$ cat src/rtl/dds_phase_accumulator_if.sv
// Control/status bundle between the DDS controller and the phase accumulator.
// Latency: none; this is only a wire bundle.
// Backpressure: none; all signals are level or single-cycle pulses.
interface dds_phase_accumulator_if #(
  parameter int ACC_W = 24,
  parameter int OUT_W = 14
);
  // controller -> accumulator
  logic             en;
  logic [ACC_W-1:0] ftw_in;
  logic             ftw_load;
  logic [OUT_W-1:0] poff_in;
  logic             poff_load;
  logic             phase_clr;
  logic [ACC_W-1:0] sweep_step;
  logic [ACC_W-1:0] sweep_limit;
  logic             sweep_start;
  logic             sweep_abort;

  // accumulator -> sine stage / controller
  logic [OUT_W-1:0] phase_out;
  logic             phase_valid;
  logic             wrap;
  logic             sweeping;
  logic             sweep_done;

  modport master (
    output en, ftw_in, ftw_load, poff_in, poff_load, phase_clr,
           sweep_step, sweep_limit, sweep_start, sweep_abort,
    input  phase_out, phase_valid, wrap, sweeping, sweep_done
  );

  modport slave (
    input  en, ftw_in, ftw_load, poff_in, poff_load, phase_clr,
           sweep_step, sweep_limit, sweep_start, sweep_abort,
    output phase_out, phase_valid, wrap, sweeping, sweep_done
  );
endinterface

$ cat src/rtl/dds_phase_accumulator.sv
// DDS phase accumulator with phase offset and linear FTW sweep (chirp) engine.
// Latency: phase_out is registered and reflects the accumulator value of the previous cycle.
// Backpressure: none; en simply gates accumulation and sweep stepping.
module dds_phase_accumulator #(
  parameter int ACC_W      = 24,
  parameter int OUT_W      = 14,
  parameter int SWEEP_WRAP = 0
) (
  input logic                    clk,
  input logic                    rst,
  dds_phase_accumulator_if.slave bus
);

  typedef enum logic [1:0] {
    FIXED = 2'd0,
    SWEEP = 2'd1,
    HOLD  = 2'd2
  } state_t;

  state_t           state;
  state_t           state_nxt;

  logic [ACC_W-1:0] acc;
  logic [ACC_W-1:0] ftw_reg;
  logic [ACC_W-1:0] ftw_nxt;
  logic [ACC_W-1:0] base_reg;
  logic [ACC_W-1:0] base_nxt;
  logic [OUT_W-1:0] poff_reg;
  logic [OUT_W-1:0] phase_q;
  logic             valid_q;
  logic             wrap_q;
  logic             done_q;
  logic             done_nxt;

  // One extra bit on both sums: carry for the wrap pulse, and an
  // unsigned compare against the limit that cannot alias on overflow.
  logic [ACC_W:0]   acc_sum;
  logic [ACC_W:0]   sweep_sum;
  logic             limit_hit;

  assign acc_sum   = {1'b0, acc} + {1'b0, ftw_reg};
  assign sweep_sum = {1'b0, ftw_reg} + {1'b0, bus.sweep_step};
  assign limit_hit = (sweep_sum >= {1'b0, bus.sweep_limit});

  // Phase accumulator; a clear overrides the add and suppresses wrap.
  always_ff @(posedge clk or posedge rst) begin
    if (rst) begin
      acc    <= '0;
      wrap_q <= 1'b0;
    end else if (bus.phase_clr) begin
      acc    <= '0;
      wrap_q <= 1'b0;
    end else if (bus.en) begin
      acc    <= acc_sum[ACC_W-1:0];
      wrap_q <= acc_sum[ACC_W];
    end else begin
      wrap_q <= 1'b0;
    end
  end

  // Output phase word from the pre-update accumulator plus offset.
  always_ff @(posedge clk or posedge rst) begin
    if (rst) begin
      phase_q <= '0;
      valid_q <= 1'b0;
    end else begin
      valid_q <= bus.en;
      if (bus.en) begin
        phase_q <= acc[ACC_W-1 -: OUT_W] + poff_reg;
      end
    end
  end

  // Phase offset register, writable in any sweep state.
  always_ff @(posedge clk or posedge rst) begin
    if (rst) begin
      poff_reg <= '0;
    end else if (bus.poff_load) begin
      poff_reg <= bus.poff_in;
    end
  end

  // Sweep FSM state plus the tuning word / base registers it owns.
  always_ff @(posedge clk or posedge rst) begin
    if (rst) begin
      state    <= FIXED;
      ftw_reg  <= '0;
      base_reg <= '0;
      done_q   <= 1'b0;
    end else begin
      state    <= state_nxt;
      ftw_reg  <= ftw_nxt;
      base_reg <= base_nxt;
      done_q   <= done_nxt;
    end
  end

  // Next-state logic. en only gates the per-cycle sweep step; start and
  // abort are control pulses and act whether or not en is high.
  always_comb begin
    state_nxt = state;
    ftw_nxt   = ftw_reg;
    base_nxt  = base_reg;
    done_nxt  = 1'b0;

    unique case (state)
      FIXED: begin
        if (bus.ftw_load) begin
          ftw_nxt = bus.ftw_in;
        end
        if (bus.sweep_start) begin
          // A same-cycle load becomes the sweep base as well.
          base_nxt  = bus.ftw_load ? bus.ftw_in : ftw_reg;
          state_nxt = SWEEP;
        end
      end

      SWEEP: begin
        if (bus.sweep_abort) begin
          state_nxt = FIXED;
        end else if (bus.en) begin
          if (limit_hit) begin
            done_nxt = 1'b1;
            if (SWEEP_WRAP != 0) begin
              ftw_nxt = base_reg;
            end else begin
              ftw_nxt   = bus.sweep_limit;
              state_nxt = HOLD;
            end
          end else begin
            ftw_nxt = sweep_sum[ACC_W-1:0];
          end
        end
      end

      HOLD: begin
        if (bus.sweep_abort) begin
          state_nxt = FIXED;
        end else if (bus.sweep_start) begin
          ftw_nxt   = base_reg;
          state_nxt = SWEEP;
        end
      end

      default: begin
        state_nxt = FIXED;
      end
    endcase
  end

  assign bus.phase_out   = phase_q;
  assign bus.phase_valid = valid_q;
  assign bus.wrap        = wrap_q;
  assign bus.sweeping    = (state == SWEEP);
  assign bus.sweep_done  = done_q;

endmodule

$ cat src/flat_wrapper.sv
// flat-port wrapper written by rule: the top's interface ports become plain ports
module dds_phase_accumulator_flat 
#(
  parameter int ACC_W      = 24,
  parameter int OUT_W      = 14,
  parameter int SWEEP_WRAP = 0
)
  (clk, rst, bus_en, bus_ftw_in, bus_ftw_load, bus_poff_in, bus_poff_load, bus_phase_clr, bus_sweep_step, bus_sweep_limit, bus_sweep_start, bus_sweep_abort, bus_phase_out, bus_phase_valid, bus_wrap, bus_sweeping, bus_sweep_done);
  dds_phase_accumulator_if #(.ACC_W(ACC_W), .OUT_W(OUT_W)) bus_i ();
  input logic clk;
  input logic rst;
  input wire logic [$bits(bus_i.en)-1:0] bus_en;
  input wire logic [$bits(bus_i.ftw_in)-1:0] bus_ftw_in;
  input wire logic [$bits(bus_i.ftw_load)-1:0] bus_ftw_load;
  input wire logic [$bits(bus_i.poff_in)-1:0] bus_poff_in;
  input wire logic [$bits(bus_i.poff_load)-1:0] bus_poff_load;
  input wire logic [$bits(bus_i.phase_clr)-1:0] bus_phase_clr;
  input wire logic [$bits(bus_i.sweep_step)-1:0] bus_sweep_step;
  input wire logic [$bits(bus_i.sweep_limit)-1:0] bus_sweep_limit;
  input wire logic [$bits(bus_i.sweep_start)-1:0] bus_sweep_start;
  input wire logic [$bits(bus_i.sweep_abort)-1:0] bus_sweep_abort;
  output wire logic [$bits(bus_i.phase_out)-1:0] bus_phase_out;
  output wire logic [$bits(bus_i.phase_valid)-1:0] bus_phase_valid;
  output wire logic [$bits(bus_i.wrap)-1:0] bus_wrap;
  output wire logic [$bits(bus_i.sweeping)-1:0] bus_sweeping;
  output wire logic [$bits(bus_i.sweep_done)-1:0] bus_sweep_done;
  assign bus_i.en = bus_en;
  assign bus_i.ftw_in = bus_ftw_in;
  assign bus_i.ftw_load = bus_ftw_load;
  assign bus_i.poff_in = bus_poff_in;
  assign bus_i.poff_load = bus_poff_load;
  assign bus_i.phase_clr = bus_phase_clr;
  assign bus_i.sweep_step = bus_sweep_step;
  assign bus_i.sweep_limit = bus_sweep_limit;
  assign bus_i.sweep_start = bus_sweep_start;
  assign bus_i.sweep_abort = bus_sweep_abort;
  assign bus_phase_out = bus_i.phase_out;
  assign bus_phase_valid = bus_i.phase_valid;
  assign bus_wrap = bus_i.wrap;
  assign bus_sweeping = bus_i.sweeping;
  assign bus_sweep_done = bus_i.sweep_done;
  dds_phase_accumulator #(.ACC_W(ACC_W), .OUT_W(OUT_W), .SWEEP_WRAP(SWEEP_WRAP)) u_core (.clk(clk), .rst(rst), .bus(bus_i));
endmodule
$ cat config.mk
export PLATFORM = sky130hd
export DESIGN_NAME = dds_phase_accumulator_flat
export DESIGN_NICKNAME = d
export VERILOG_FILES = /design/src/rtl/dds_phase_accumulator_if.sv /design/src/rtl/dds_phase_accumulator.sv /design/src/flat_wrapper.sv
export SDC_FILE = /design/constraint.sdc
export NUM_CORES = 1
export LEC_CHECK = 0
export CAP_MARGIN = 20
export CORE_ASPECT_RATIO = 1.5
export CORE_MARGIN = 1
export CORE_UTILIZATION = 55
export DETAILED_ROUTE_END_ITERATION = 8
export PLACE_DENSITY_LB_ADDON = 0.25
export SLEW_MARGIN = 20
export SYNTH_ARGS = -nofsm -noshare
export SYNTH_HDL_FRONTEND = slang
export SYNTH_SLANG_ARGS = --single-unit
export TNS_END_PERCENT = 1
$ cat constraint.sdc
create_clock -name clk -period 11.8 [get_ports clk]
set_input_delay 2.36 -clock clk [delete_from_list [all_inputs] [get_ports clk]]
set_output_delay 2.36 -clock clk [all_outputs]
set_load 0.01 [all_outputs]
==> results <==
- The flow ran to the end, and the final reports show no timing, DRC or antenna violations.
- Among all flip-flop cells after synthesis, the most frequent one is sky130_fd_sc_hd__dfrtp_1.
- The source-to-sink clock delay at the later pin of the worst-skew pair is 360 ps.
- The DRC violation count after routing is 0.
- The clock root buffer is sky130_fd_sc_hd__clkbuf_16.
- The fraction of post-synthesis cell area in the top cell type by area is 0.312.
- Entering global routing, the biggest net connects 64 pins.
- The worst clock skew is 12.3 ps.
- TritonCTS built the clock tree.
- The number of rows in the core area is between 50 and 60.
- The type of the tightest min-delay check is flip-flop to flip-flop.
- The clock tree synthesis step divided the H-tree into 3 levels.
- The count of cell types in the netlist is between 70 and 80.
- The antenna cell count is 0.
- Using the TritonRoute via totals, the vias-per-cell ratio works out to 6.06.
- The residual overflow from global routing is 0.
- Setup violations remaining at the end of the flow were counted as 0.
- After technology mapping, the gate count stands at between 900 and 1,000.
- The max-slew violation total from the final report came to 0.
- In this run, post-CTS hold repair placed 0 buffers.
- The number of violations of the max-capacitance limit is 0.
- The highest net fanout along the worst path is 16.
- Once detailed placement completed, the half-perimeter wirelength came to 16,800 um.
- The final hold violation count is 0.
- Measured along the x axis, the die boundary spans 103 um.
- The net count after synthesis is around 1,100.
- The residual antenna-violating net count after detailed routing is 0.
- Of all cell types, the one taking the most synthesized area is sky130_fd_sc_hd__dfrtp_1.
- The post-synthesis sequential area ratio is 0.312.
- The fraction of final layout cells with drive strength greater than 1 is 0.0596.
- The worst setup path is captured at a flip-flop.
- The worst supply voltage drop on vdd is 0.170 mV.
- In this run the power density over the cells is 291 mW/mm2.
- The maximum operating frequency is 143 MHz.
- The die outline height is 154 um.
- The first-pass GRT wire length is 34,800 um.
- The number of gates resized after CTS was 0.
- The post-CTS setup buffer count is 0.
- The share of the core filled with cells is 0.664.
- The number of antenna violations at the first check in global routing is 0.
- The final estimated routing congestion in global placement is 0.938.
- The I/O pin count is 112.
- The area of the die is 0.0158 mm2.
- The number of synthesized flops with an enable pin is 0.
- The total vias in the final route is between 7,000 and 8,000.
- STA classifies the critical path startpoint as a primary input.
- For the worst setup path, the data required time is around 12,000 ps.
- The fraction of synthesis flops using an asynchronous set or reset pin is 1.00.
- The number of buffers created by CTS is 9.
- The first TritonRoute pass finished after 4 iterations.
- The clock transition at the register clock pins on the worst setup and hold paths after CTS is 80 ps.
- Setup repair after global routing left no endpoint under its margin.
- The number of clock sinks seen by CTS is 105.
- The all-layer global routing usage is 0.287.
- The transition time at the pin with the least slew margin is 990 ps.
- The detailed-route wire length is about 22,000 um.
- The final critical-path share of the clock period is 0.593.
- For the worst setup path, the data arrival time is 7230 ps.
- The setup TNS after final layout is 0 ps.
- The final net count is 1,222.
- The routed design could run at a clock period as short as 6990 ps.
- The placeable core area is 0.0150 mm2.
- The initial standard-cell utilization of the core is 0.562.
- The number of global-route vias before repair came to 7,470.
- Ranked by total cell area, the synthesized netlist is headed by sky130_fd_sc_hd__dfrtp_1 31%, sky130_fd_sc_hd__ha_1 13%, sky130_fd_sc_hd__a21oi_1 6.7%.
- The classification of the worst setup path is primary input to flip-flop.
- The leakage power figure is 4.52 nW.
- From synthesis to final layout, the design area changed by 18.1%.
- The total number of yosys warnings is 0.
- The worst slew slack as a fraction of its limit is 0.338.
- The longest clock path from root to sink contains 2 buffers.
- The violation count after the first detailed-route iteration is 276.
- In this run the mean area of a mapped cell was a little under 9 um2.
- In this run the tool buffered the top-level ports with 111 buffer cells.
- The average wire length per cell after detail routing is between 15 and 20 um.
- The summed instance area of the synthesized netlist is 0.00843 mm2.
- The number of inserted filler cells in the final layout is 1,282.
- The total of flip-flops plus latches after synthesis is 105.
layer usage:
metal | up-vias | global-route usage | share of wire
met1 | 3564 | 0.319 | 0.39
met3 | 75 | 0.0441 | 0.043
li1 | 3668 | - | -
met4 | 0 | 0.172 | 0.060
met5 | - | 0 | 0
met2 | 211 | 0.503 | 0.50
per-stage QoR:
stage	setup WS (ps)	instance area, um2	total power, mW	std cells	hold WS [ps]
detailed placement	4560	9670	2.58	1224	498
CTS	4950	9960	2.90	1240	516
global placement	4670	9670	2.55	1224	490
floorplan	5750	8430	2.10	947	479
finish	4810	9960	2.90	1240	510
global route	4530	9960	3.15	1240	530
worst max-delay path, cell delays in order:
cell                              delay [ps]
sky130_fd_sc_hd__clkdlybuf4s50_1         450
sky130_fd_sc_hd__ha_1                    330
sky130_fd_sc_hd__a211oi_1                210
sky130_fd_sc_hd__nor2_1                  120
sky130_fd_sc_hd__o211ai_1                300
sky130_fd_sc_hd__nand2_1                 150
sky130_fd_sc_hd__o2111ai_1               430
sky130_fd_sc_hd__nand2_1                 100
sky130_fd_sc_hd__o311ai_0                460
sky130_fd_sc_hd__ha_1                    330
sky130_fd_sc_hd__nand2_1                  80
sky130_fd_sc_hd__nor2_1                   50
sky130_fd_sc_hd__nand4_1                  90
sky130_fd_sc_hd__nor2_1                   90
sky130_fd_sc_hd__a2111oi_4               900
sky130_fd_sc_hd__nand2_4                 220
sky130_fd_sc_hd__and3_1                  240
sky130_fd_sc_hd__a311o_1                 310
cell type report:
class                   count  area, um2  area share
inverters                  58        220      0.0221
well taps                 199        249      0.0250
multi-input cells         747       5440       0.546
repair buffers            115       1140       0.114
clock buffers              10        229      0.0230
flip-flops and latches    105       2630       0.264
clock inverters             6       56.3     0.00565
synthesized netlist by cell type, types with 4 or more instances:
cell type,instances
sky130_fd_sc_hd__ha_1,89
sky130_fd_sc_hd__clkbuf_1,28
sky130_fd_sc_hd__a21o_1,31
sky130_fd_sc_hd__a211oi_1,16
sky130_fd_sc_hd__o21a_1,13
sky130_fd_sc_hd__nand4_1,11
sky130_fd_sc_hd__nor2b_1,8
sky130_fd_sc_hd__nor3_1,5
sky130_fd_sc_hd__o21ai_1,20
sky130_fd_sc_hd__mux2_2,25
sky130_fd_sc_hd__o21ai_0,34
sky130_fd_sc_hd__o211ai_1,12
sky130_fd_sc_hd__o22ai_1,23
sky130_fd_sc_hd__buf_1,4
sky130_fd_sc_hd__nor2_1,76
sky130_fd_sc_hd__a21boi_0,4
sky130_fd_sc_hd__nand3_1,24
sky130_fd_sc_hd__inv_1,57
sky130_fd_sc_hd__a21oi_1,113
sky130_fd_sc_hd__nand2b_1,4
sky130_fd_sc_hd__or2_2,5
sky130_fd_sc_hd__nand2_1,45
sky130_fd_sc_hd__xnor2_1,33
sky130_fd_sc_hd__and2_1,6
sky130_fd_sc_hd__xor2_1,14
sky130_fd_sc_hd__and3_1,11
sky130_fd_sc_hd__a31oi_1,6
sky130_fd_sc_hd__mux2i_1,43
sky130_fd_sc_hd__o21bai_1,11
sky130_fd_sc_hd__dfrtp_1,105
sky130_fd_sc_hd__o31ai_1,6
logic make-up (layout without fill, tap and decap cells):
kind of cell | Yosys count | count (layout) | synth area share
simple gates | 207 | 207 | 0.117
compound gates | 333 | 333 | 0.255
buf+inv | 95 | 189 | 0.0436
fa+ha+maj | 92 | 92 | 0.139
mux | 68 | 68 | 0.0844
xor+xnor | 47 | 47 | 0.0488
flops | 105 | 105 | 0.312
where the power goes:
group | leakage (nW) | switching, mW | internal [mW]
registers | 1.25 | 0.143 | 0.512
clock network | 0.138 | 0.148 | 0.149
logic | 3.13 | 1.10 | 0.849
worst paths after layout:
path / start / endpoint / slack (ps) / depth (start not counted)
worst min-delay path: u_core.bus.phase_out[9]$_DFFE_PP0P_ / u_core.bus.phase_out[9]$_DFFE_PP0P_ / 510 / 1
max in group asynchronous: rst / u_core.acc[11]$_DFFE_PP0P_ / 8220 / 3
worst max-delay path: bus_sweep_step[1] / u_core.ftw_reg[22]$_DFFE_PP0P_ / 4810 / 18
worst min register to register: u_core.bus.phase_out[9]$_DFFE_PP0P_ / u_core.bus.phase_out[9]$_DFFE_PP0P_ / 510 / 1
worst max register to register: u_core.ftw_reg[1]$_DFFE_PP0P_ / u_core.ftw_reg[22]$_DFFE_PP0P_ / 6720 / 17
min in group asynchronous: rst / u_core.bus.phase_out[9]$_DFFE_PP0P_ / 2490 / 2
cell usage in the layout (no fill, tap or decap), drive strengths merged, types with 11 or more instances in the layout:
cell | Yosys | layout
a211oi | 16 | 16
o21ai | 54 | 54
nand3 | 24 | 24
and3 | 11 | 11
mux2i | 43 | 43
xnor2 | 33 | 33
xor2 | 14 | 14
inv | 58 | 63
dfrtp | 105 | 105
o21a | 13 | 13
nand4 | 12 | 12
a21oi | 114 | 114
ha | 89 | 89
a21o | 31 | 31
mux2 | 25 | 25
o21bai | 11 | 11
nand2 | 46 | 46
o211ai | 12 | 12
clkdlybuf4s50 | 0 | 110
nor2 | 77 | 77
o22ai | 23 | 23
(Power assumes the default switching activity.)
